`src/rtl/targ_fb_gen_if.sv`:
```
// Bundle of the multi-lane resolution inputs and the single feedback
// record output of the target-predictor feedback generator.
interface targ_fb_gen_if #(
    parameter int num_lanes  = 4,
    parameter int addr_width = 32
);
    logic [num_lanes-1:0]                 res_valid;
    logic [num_lanes-1:0][addr_width-1:0] res_base_pc;
    logic [num_lanes-1:0][addr_width-1:0] res_targ;

    logic                  fb_valid;
    logic [addr_width-1:0] fb_base_pc;
    logic [addr_width-1:0] fb_targ_addr;

    // Execution side: presents resolutions, observes feedback.
    modport master (
        output res_valid, res_base_pc, res_targ,
        input  fb_valid, fb_base_pc, fb_targ_addr
    );

    // Feedback generator side.
    modport slave (
        input  res_valid, res_base_pc, res_targ,
        output fb_valid, fb_base_pc, fb_targ_addr
    );
endinterface

```
`src/rtl/targ_fb_gen.sv`:
```
// Target-predictor feedback generator: coalesces per-cycle indirect-branch
// resolutions from several lanes, buffers them in a small FIFO and emits at
// most one registered feedback record per cycle.
module targ_fb_gen #(
    parameter int num_lanes      = 4,
    parameter int addr_width     = 32,
    parameter int fifo_depth     = 8,
    parameter int drop_cnt_width = 16
) (
    input  logic                          clk,
    input  logic                          rst,
    input  logic                          en,
    input  logic                          flush,
    targ_fb_gen_if.slave                  bus,
    output logic [$clog2(fifo_depth):0]   fifo_cnt,
    output logic [drop_cnt_width-1:0]     drop_cnt
);
    localparam int ptr_w  = $clog2(fifo_depth);
    localparam int cnt_w  = ptr_w + 1;
    localparam int lane_w = $clog2(num_lanes + 1);
    localparam int sum_w  = drop_cnt_width + lane_w;

    typedef struct packed {
        logic [addr_width-1:0] base_pc;
        logic [addr_width-1:0] targ;
    } fb_entry_t;

    fb_entry_t                 mem_q [fifo_depth];
    logic [ptr_w-1:0]          head_q, head_d;
    logic [ptr_w-1:0]          tail_q, tail_d;
    logic [cnt_w-1:0]          cnt_q, cnt_d;
    logic [drop_cnt_width-1:0] drop_q, drop_d;
    logic                      fb_valid_q, fb_valid_d;
    fb_entry_t                 fb_q, fb_d;

    logic [num_lanes-1:0]      keep;
    logic                      pop;
    logic [cnt_w-1:0]          free_slots;
    logic [cnt_w-1:0]          n_enq;
    logic [lane_w-1:0]         n_drop;
    logic [num_lanes-1:0]      wr_en;
    logic [ptr_w-1:0]          wr_idx [num_lanes];
    logic [sum_w-1:0]          drop_sum;

    // A lane survives unless a lower-indexed valid lane carries the same (pc, target).
    always_comb begin
        // NOTE: every always_comb output gets a default first so no latch is inferred.
        keep = '0;
        for (int i = 0; i < num_lanes; i++) begin
            keep[i] = bus.res_valid[i];
            for (int j = 0; j < i; j++) begin
                if (bus.res_valid[j] &&
                    bus.res_base_pc[j] == bus.res_base_pc[i] &&
                    bus.res_targ[j]    == bus.res_targ[i])
                    keep[i] = 1'b0;
            end
        end
    end

    // Allocate surviving lanes to consecutive tail slots; the rest are drops.
    always_comb begin
        pop        = en && !flush && (cnt_q != '0);
        free_slots = cnt_w'(fifo_depth) - cnt_q + cnt_w'(pop);
        n_enq      = '0;
        n_drop     = '0;
        wr_en      = '0;
        for (int i = 0; i < num_lanes; i++) begin
            wr_idx[i] = '0;
            if (keep[i] && !flush) begin
                if (n_enq < free_slots) begin
                    wr_en[i]  = 1'b1;
                    wr_idx[i] = tail_q + n_enq[ptr_w-1:0];
                    // NOTE: blocking updates here are intentional; later lanes see the running count.
                    n_enq     = n_enq + cnt_w'(1);
                end else begin
                    n_drop = n_drop + lane_w'(1);
                end
            end
        end
    end

    // Next-state for pointers, occupancy, feedback record and drop counter.
    always_comb begin
        head_d     = head_q;
        tail_d     = tail_q;
        cnt_d      = cnt_q;
        drop_d     = drop_q;
        fb_valid_d = 1'b0;
        fb_d       = fb_q;
        drop_sum   = sum_w'(drop_q) + sum_w'(n_drop);
        if (flush) begin
            head_d = '0;
            tail_d = '0;
            cnt_d  = '0;
        end else begin
            if (pop) begin
                fb_valid_d = 1'b1;
                fb_d       = mem_q[head_q];
                head_d     = head_q + ptr_w'(1);
            end
            tail_d = tail_q + n_enq[ptr_w-1:0];
            cnt_d  = cnt_q + n_enq - cnt_w'(pop);
            drop_d = (drop_sum > sum_w'({drop_cnt_width{1'b1}})) ? '1
                                                                 : drop_sum[drop_cnt_width-1:0];
        end
    end

    // Control and output registers with synchronous reset.
    always_ff @(posedge clk) begin
        // NOTE: state flops use non-blocking assignments so every flop samples pre-edge values.
        if (rst) begin
            head_q     <= '0;
            tail_q     <= '0;
            cnt_q      <= '0;
            drop_q     <= '0;
            fb_valid_q <= 1'b0;
            fb_q       <= '0;
        end else begin
            head_q     <= head_d;
            tail_q     <= tail_d;
            cnt_q      <= cnt_d;
            drop_q     <= drop_d;
            fb_valid_q <= fb_valid_d;
            fb_q       <= fb_d;
        end
    end

    // FIFO storage write port, one write per allocated lane.
    always_ff @(posedge clk) begin
        // NOTE: storage is not reset; occupancy and pointers alone define which entries are live.
        for (int i = 0; i < num_lanes; i++) begin
            if (wr_en[i]) begin
                mem_q[wr_idx[i]] <= '{base_pc: bus.res_base_pc[i], targ: bus.res_targ[i]};
            end
        end
    end

    assign bus.fb_valid     = fb_valid_q;
    assign bus.fb_base_pc   = fb_q.base_pc;
    assign bus.fb_targ_addr = fb_q.targ;
    assign fifo_cnt         = cnt_q;
    assign drop_cnt         = drop_q;
endmodule

```
`src/flat_wrapper.sv`:
```
// flat-port wrapper written by rule: the top's interface ports become plain ports
module targ_fb_gen_flat 
#(
    parameter int num_lanes      = 4,
    parameter int addr_width     = 32,
    parameter int fifo_depth     = 8,
    parameter int drop_cnt_width = 16
)
  (clk, rst, en, flush, fifo_cnt, drop_cnt, bus_res_valid, bus_res_base_pc, bus_res_targ, bus_fb_valid, bus_fb_base_pc, bus_fb_targ_addr);
  targ_fb_gen_if #(.num_lanes(num_lanes), .addr_width(addr_width)) bus_i ();
  input  logic clk;
  input  logic rst;
  input  logic en;
  input  logic flush;
  output logic [$clog2(fifo_depth):0] fifo_cnt;
  output logic [drop_cnt_width-1:0] drop_cnt;
  input wire logic [$bits(bus_i.res_valid)-1:0] bus_res_valid;
  input wire logic [$bits(bus_i.res_base_pc)-1:0] bus_res_base_pc;
  input wire logic [$bits(bus_i.res_targ)-1:0] bus_res_targ;
  output wire logic [$bits(bus_i.fb_valid)-1:0] bus_fb_valid;
  output wire logic [$bits(bus_i.fb_base_pc)-1:0] bus_fb_base_pc;
  output wire logic [$bits(bus_i.fb_targ_addr)-1:0] bus_fb_targ_addr;
  assign bus_i.res_valid = bus_res_valid;
  assign bus_i.res_base_pc = bus_res_base_pc;
  assign bus_i.res_targ = bus_res_targ;
  assign bus_fb_valid = bus_i.fb_valid;
  assign bus_fb_base_pc = bus_i.fb_base_pc;
  assign bus_fb_targ_addr = bus_i.fb_targ_addr;
  targ_fb_gen #(.num_lanes(num_lanes), .addr_width(addr_width), .fifo_depth(fifo_depth), .drop_cnt_width(drop_cnt_width)) u_core (.clk(clk), .rst(rst), .en(en), .flush(flush), .bus(bus_i), .fifo_cnt(fifo_cnt), .drop_cnt(drop_cnt));
endmodule
```
`config.mk`:
```
export PLATFORM = sky130hd
export DESIGN_NAME = targ_fb_gen_flat
export DESIGN_NICKNAME = d
export VERILOG_FILES = /design/src/rtl/targ_fb_gen_if.sv /design/src/rtl/targ_fb_gen.sv /design/src/flat_wrapper.sv
export SDC_FILE = /design/constraint.sdc
export NUM_CORES = 2
export LEC_CHECK = 0
export BUFFER_PORTS_ARGS = -buffer_cell sky130_fd_sc_hd__buf_4
export CAP_MARGIN = 20
export CORE_UTILIZATION = 50
export CTS_CLUSTER_SIZE = 25
export DETAILED_ROUTE_END_ITERATION = 10
export PLACE_DENSITY = 0.76
export REMOVE_ABC_BUFFERS = 1
export SKIP_LAST_GASP = 1
export SLEW_MARGIN = 20
export SYNTH_ARGS = -nofsm -noshare
export SYNTH_HDL_FRONTEND = slang
export SYNTH_SLANG_ARGS = --single-unit
```
`constraint.sdc`:
```
create_clock -name clk -period 8 [get_ports clk]
set_input_delay 0.4 -clock clk [delete_from_list [all_inputs] [get_ports clk]]
set_output_delay 0.4 -clock clk [all_outputs]
set_load 0.03 [all_outputs]
```
Word level (Yosys, flattened, before mapping)
Memory sizes are Yosys's and may differ from the RTL's. A register that Yosys moved wholly into a read port is not among the register bits. Index checks and enable logic that the tools add are counted.

Bits in registers: 27. Bits in writable memories: 512. Input bits: 264. Output and inout bits: 85. Logic and storage cells: 110. Memories kept: 1.

Memory list: u_core.mem_q (words 8, width 64, read ports 1, clocked after Yosys merged registers in 1, write ports 4, RTL line targ_fb_gen.sv:28) `fb_entry_t mem_q [fifo_depth];`.

$add $sub $neg: 16. Order comparisons: 5. Equal/unequal tests: 12. Muxes and demuxes: 48. Bitwise logic cells: 1. Reduce and logical (&&, ||, !) cells: 22.

Operators with widths (count): $eq A32 B32 Y1 (12); $mux W3 (15); $mux W4 (7); $mux W1 (25); $gt A19 B16 Y1 const B (1); $logic_and A1 B1 Y1 (18); $add A16 B3 Y17 (1); $mux W16 (1); $add A3 B1 Y3 const B (4); $add A3 B3 Y3 (4); $add A4 B1 Y4 const B (3); $lt A4 B4 Y1 (3); $add A4 B1 Y4 (1); $add A4 B4 Y4 (1); $lt A1 B4 Y1 const A (1); $reduce_bool A4 Y1 (1); $sub A4 B1 Y4 (1); $sub A4 B4 Y4 const A (1); $reduce_and A2 Y1 (1); $reduce_or A2 Y1 (1); $logic_not A1 Y1 (1); $not A1 Y1 (1).

Depth between registers and ports, before layout
Depth in word-level cells: 19. Gate-level depth with buffers: 39. Mapped depth without buffers: 36.

Worst setup path after synthesis
No wires, ideal clock.

Path kind: register -> register. Start: reg u_core.cnt_q[3], in the netlist u_core.fifo_cnt[3]. End: mem u_core.mem_q[4][0] (netlist bit) (enable). Library setup time: 0.847 ns. Data arrival time: 7.123 ns. Required time: 7.153 ns. Slack: 0.030 ns. Stages on the path, launching flop included: 30. Path buffers: 3. Period minus slack after synthesis: 7.970 ns. Cells stage by stage: dfxtp_1 -> or4_1 -> nand3_1 -> ha_1 -> inv_1 -> ha_1 -> inv_1 -> a211oi_1 -> o31ai_1 -> nor2_1 -> a21boi_1 -> ha_1 -> and2_1 -> ha_1 -> o21ai_0 -> a221o_1 -> buf_6 -> nand2_4 -> xnor2_1 -> ha_1 -> inv_1 -> fa_1 -> xnor2_1 -> nor2_1 -> a31oi_2 -> o2bb2ai_2 -> and3b_1 -> buf_4 -> buf_6 -> nand3b_1.

RTL lines: from (decl) (RTL line targ_fb_gen.sv:31) `logic [cnt_w-1:0] cnt_q, cnt_d;`; from (signal assigned) (RTL line targ_fb_gen.sv:121) `cnt_q <= cnt_d;`; to (decl) (RTL line targ_fb_gen.sv:28).

Worst setup path in the final report
Start: reg u_core.cnt_q[2], in the netlist u_core.fifo_cnt[2]. End: reg u_core.drop_q[5], in the netlist u_core.drop_cnt[5].

Longest elaborated chain between the ends: 18. Elaborated cells between the ends (all ways): 30. Those cells by class: 8 x add/sub; 5 x order compare; 15 x mux; 2 x reduce/logical.

Ends and longest elaborated chain: branches (longest 2 deep; another with $sub A4 B4 Y4); $add A4 B1 Y4 (*) (RTL line targ_fb_gen.sv:63) `free_slots = cnt_w'(fifo_depth) - cnt_q + cnt_w'(pop);`; $lt A1 B4 Y1 (RTL line targ_fb_gen.sv:70) `if (n_enq < free_slots) begin`; $mux W1 (RTL line targ_fb_gen.sv:70); $mux W4 or $mux W3 (tied branches) (RTL line targ_fb_gen.sv:69) `if (keep[i] && !flush) begin`; $add A4 B1 Y4, or another cell as far along (RTL line targ_fb_gen.sv:74) `n_enq = n_enq + cnt_w'(1);`; $mux W4 or $mux W3 (tied branches) (RTL line targ_fb_gen.sv:70); $mux W4 or $mux W3 (tied branches) (RTL line targ_fb_gen.sv:69); $add A4 B1 Y4, or another cell as far along (RTL line targ_fb_gen.sv:74); $mux W4 or $mux W3 (tied branches) (RTL line targ_fb_gen.sv:70); $mux W4 or $mux W3 (tied branches) (RTL line targ_fb_gen.sv:69); $lt A4 B4 Y1 or $add A3 B1 Y3 (tied branches) (RTL line targ_fb_gen.sv:70, targ_fb_gen.sv:76); $mux W3 (RTL line targ_fb_gen.sv:70); $mux W3 (*) (RTL line targ_fb_gen.sv:69); $add A16 B3 Y17 (*) (RTL line targ_fb_gen.sv:90) `drop_sum = sum_w'(drop_q) + sum_w'(n_drop);`; $gt A19 B16 Y1 (RTL line targ_fb_gen.sv:103) `drop_d = (drop_sum > sum_w'({drop_cnt_width{1'b1}})) ? '1`; $mux W16 (*) (RTL line targ_fb_gen.sv:103); to (signal assigned) (RTL line targ_fb_gen.sv:122) `drop_q <= drop_d;`; to (decl) (RTL line targ_fb_gen.sv:32) `logic [drop_cnt_width-1:0] drop_q, drop_d;`.

Every way passes the cells marked *. A chain may end at the register's enable or synchronous reset.

==> results by group <==
Clock tree
  – Sink Count: 603
  – Clock Path Buffers: 3
  – CTS tree: yes
  – Htree depth: 3
  – Clk root buf: clkbuf_16
  – Worst-skew pair later-pin latency: 0.66 ns
  – CTS buffer count: 73
  – Clk pin slew, worst setup/hold paths: 0.06 ns
  – Hold_buf cts: 0

Timing
  – Worst relative slew slack: 17.1%
  – Slew Limit Fails: 0
  – Slew @ Worst Pin: 1.24 ns
  – FMAX: 0.134 GHz
  – Final Skew: 0.0266 ns
  – # setup viols final: 0
  – Final worst-path cycle share: 93.6%
  – Fin Hold WS: 0.148 ns
  – Final hold vios: 0
  – Min Tclk post-route: 7.48 ns

Routing
  – Via count of the routed design: about 38000
  – Post-route DRC: 0
  – Post-DR wirelength/cell: 30.5 um
  – Iter 0 DRT Violations: 5088
  – ANT nets after route: 0
  – Final wirelength: about 170 mm
  – Pre-antenna DRT Iters: 6
  – Vias per inst: 6.68

Synth
  – Synthesized area: between 40000 and 50000 um2
  – Seq/Total Area, Yosys: between 30% and 40%
  – Cells after synthesis: 4412
  – Number of synthesis warnings: 0
  – Synth area leader: edfxtp_1
  – Yosys top cell area share: about a third
  – Synthesized area per cell: ~10 um2
  – Cell variety after synth: 74
  – Ys flop type: edfxtp_1
  – Most area-consuming cells after synthesis: edfxtp_1 34%, mux2i_1 13%, mux2_2 9.7%
  – FFs w/ async S/R, synth: 0%
  – Post-synth EDFFs: 512
  – Number of synthesized register bits: 603

Setup path
  – RR Endpoint: u_core.drop_cnt[5]$_SDFFE_PP0N_
  – R2R setup slack: roughly 0.52 ns
  – Crit. Startpoint: u_core.fifo_cnt[2]$_SDFF_PP0_
  – WP buf/inv: 3
  – End of the critical path: u_core.drop_cnt[5]$_SDFFE_PP0N_
  – Reg-to-Reg Start: u_core.fifo_cnt[2]$_SDFF_PP0_
  – CP endpoint kind: flop
  – Worst path depth: 36
  – R2R depth: 36
  – Crit path max-delay family: simple AND/OR/NAND/NOR gates
  – Slowest stage delay, CP: 0.51 ns
  – Worst Path Required: 8.57 ns
  – Crit Path Max Fanout: 11
  – Crit Path Class: flop to flop
  – CP Launch Type: flop
  – Slowest CP cell: or4_1
  – Crit path arrival time: 8.06 ns

Finish
  – Share of cells above drive strength 1: 25.3%
  – Post-synthesis to final-layout area growth: 11.5%
  – Final #Nets: about 4700
  – Fillers: 7533

Pwr
  – Overall power: 13000 uW
  – LEAKAGE: 0.0174 uW
  – Peak supply drop: 0.000232 V
  – Pwr dens: 255 nW/um2

Global routing
  – Vias in the first global route: 36115
  – Largest net degree at the start of global routing: 103
  – Initial antenna violation count: 12
  – Aggregate global routing overflow: 0
  – Total GRT Usage: 36.0%
  – First-pass GRT wire length: approximately 250 mm

Floorplan
  – IO Pins: 349
  – Core area: 90100 um2
  – # rows: 110
  – Die Wd: 304 um
  – Starting Density: 50.6%
  – Die area: ~92000 um2
  – Die Y: 304 um

Place
  – Post-DP HPWL: 118 mm
  – Number of port buffers: 348
  – Final RePlAce weighted congestion: roughly 1.1

Job
  – Max Cap Violations: 0

Hold path
  – Worst min path class: input port to flop

Run status
  – Outcome: complete, no violations
-- worst min path at each step --
stage	depth (start not counted)	slack, ns	from	endpoint
finish	3	0.15	en	u_core.bus.fb_valid$_SDFF_PP0_
global placement	2	0.49	u_core.bus.fb_targ_addr[18]$_SDFFE_PP0P_	u_core.bus.fb_targ_addr[18]$_SDFFE_PP0P_
global route	2	0.16	bus_res_base_pc[124]	u_core.mem_q[4][60]$_DFFE_PP_
floorplan	1	0.47	rst	u_core.drop_cnt[10]$_SDFFE_PP0N_
CTS	2	0.14	bus_res_targ[127]	u_core.mem_q[4][31]$_DFFE_PP_
detailed placement	2	0.49	u_core.bus.fb_base_pc[27]$_SDFFE_PP0P_	u_core.bus.fb_base_pc[27]$_SDFFE_PP0P_
-- synth_stat cells, types with 7 or more instances --
| library cell | number |
|---|---|
| a211oi_1 | 66 |
| a21oi_1 | 267 |
| a221oi_1 | 10 |
| a22o_1 | 11 |
| a22oi_1 | 7 |
| and3_1 | 10 |
| and4_1 | 9 |
| buf_1 | 71 |
| buf_2 | 58 |
| buf_4 | 24 |
| buf_6 | 24 |
| clkbuf_1 | 369 |
| dfxtp_1 | 91 |
| edfxtp_1 | 512 |
| ha_1 | 26 |
| inv_1 | 102 |
| inv_2 | 8 |
| mux2_1 | 123 |
| mux2_2 | 393 |
| mux2i_1 | 579 |
| mux4_2 | 128 |
| nand2_1 | 284 |
| nand3_1 | 13 |
| nand4_1 | 54 |
| nor2_1 | 374 |
| nor2b_1 | 9 |
| nor3_1 | 15 |
| nor4_1 | 45 |
| o21ai_0 | 278 |
| o22ai_1 | 31 |
| o2bb2ai_1 | 9 |
| xnor2_1 | 197 |
| xor2_1 | 115 |
-- state kept, by name, indices dropped and copies added, names as in the netlist --
name	count
u_core.mem_q	512
u_core.bus.fb_base_pc	32
u_core.bus.fb_targ_addr	32
u_core.drop_cnt	16
u_core.fifo_cnt	4
u_core.head_q	3
u_core.tail_q	3
u_core.bus.fb_valid	1
-- cells by family after synthesis --
kind of cell               Yosys count  synth area share (%)
buffers and inverters              657                  6.16
adders and majority gates           31                 0.932
DFF                                603                  37.7
muxes                             1224                  31.8
AOI/OAI and AO/OA                  736                  9.35
xor gates and xnor gates           312                  5.99
and+or+nand+nor                    849                  8.10
-- worst min-delay path: cells and delay by family --
family,cells,cell delay [ns]
AND/OR/NAND/NOR,2,0.23
buffers and inverters,1,0.11
-- per-stage QoR --
step | setup WS, ns | util, % | cell area [um2] | cells | setup TNS (ns)
finish | 0.516 | 56.4 | 50900 | 5620 | 0
global route | -0.0212 | 56.4 | 50900 | 5616 | -0.0246
CTS | 0.209 | 56.4 | 50800 | 5610 | 0
detailed placement | 0.116 | 53.6 | 48300 | 5476 | 0
global placement | 0.293 | 53.6 | 48300 | 5476 | 0
floorplan | -7.82 | - | 43200 | 3866 | -3638.26
-- repair_timing --
action	4_1_cts	5_1_grt
endpoints found under the setup margin	0	14
resized for setup	0	8
buffers inserted	0	4
-- layout by cell type (no fill, tap or decap), drive strengths merged, types with 6 or more instances in the layout --
cell type	count
bufinv	8
o221ai	6
o2bb2ai	10
mux4	128
clkbuf	108
edfxtp	512
a22oi	7
nor3	15
nor2b	9
clkinv	10
nand4	54
a311oi	6
dfxtp	91
ha	26
nor4	45
mux2	516
or4	6
inv	115
a211oi	66
and4	9
diode	6
and2	6
a22o	11
xor2	115
nand2b	6
xnor2	197
o21ai	278
o22ai	31
a221oi	11
and3	12
nand2	285
mux2i	580
a21oi	267
buf	438
nor2	374
nand3	13
-- power by group --
part | total [uW] | switching, uW | internal [uW]
logic | 4870 | 2940 | 1930
registers | 4580 | 211 | 4370
clock network | 3520 | 1420 | 2100
total | 13000 | 4570 | 8400
-- layout make-up --
class,count,area [um2],share of cell area [%]
tap,1176,1470,2.89
sequential,603,17200,33.8
clock buffer,108,2120,4.17
multi-input combinational,3152,25800,50.7
clock inverter,26,350,0.688
antenna,6,15.0,0.0295
timing repair buffer,438,3530,6.93
inverter,111,419,0.824
-- metal layers --
layer | GRT usage [%] | wire length [um]
met5 | 0 | 84
met4 | 14.3 | 7640
met3 | 6.78 | 18700
met2 | 57.3 | 78100
met1 | 48.2 | 66700
Note: power is estimated with default switching activity, not from simulation.
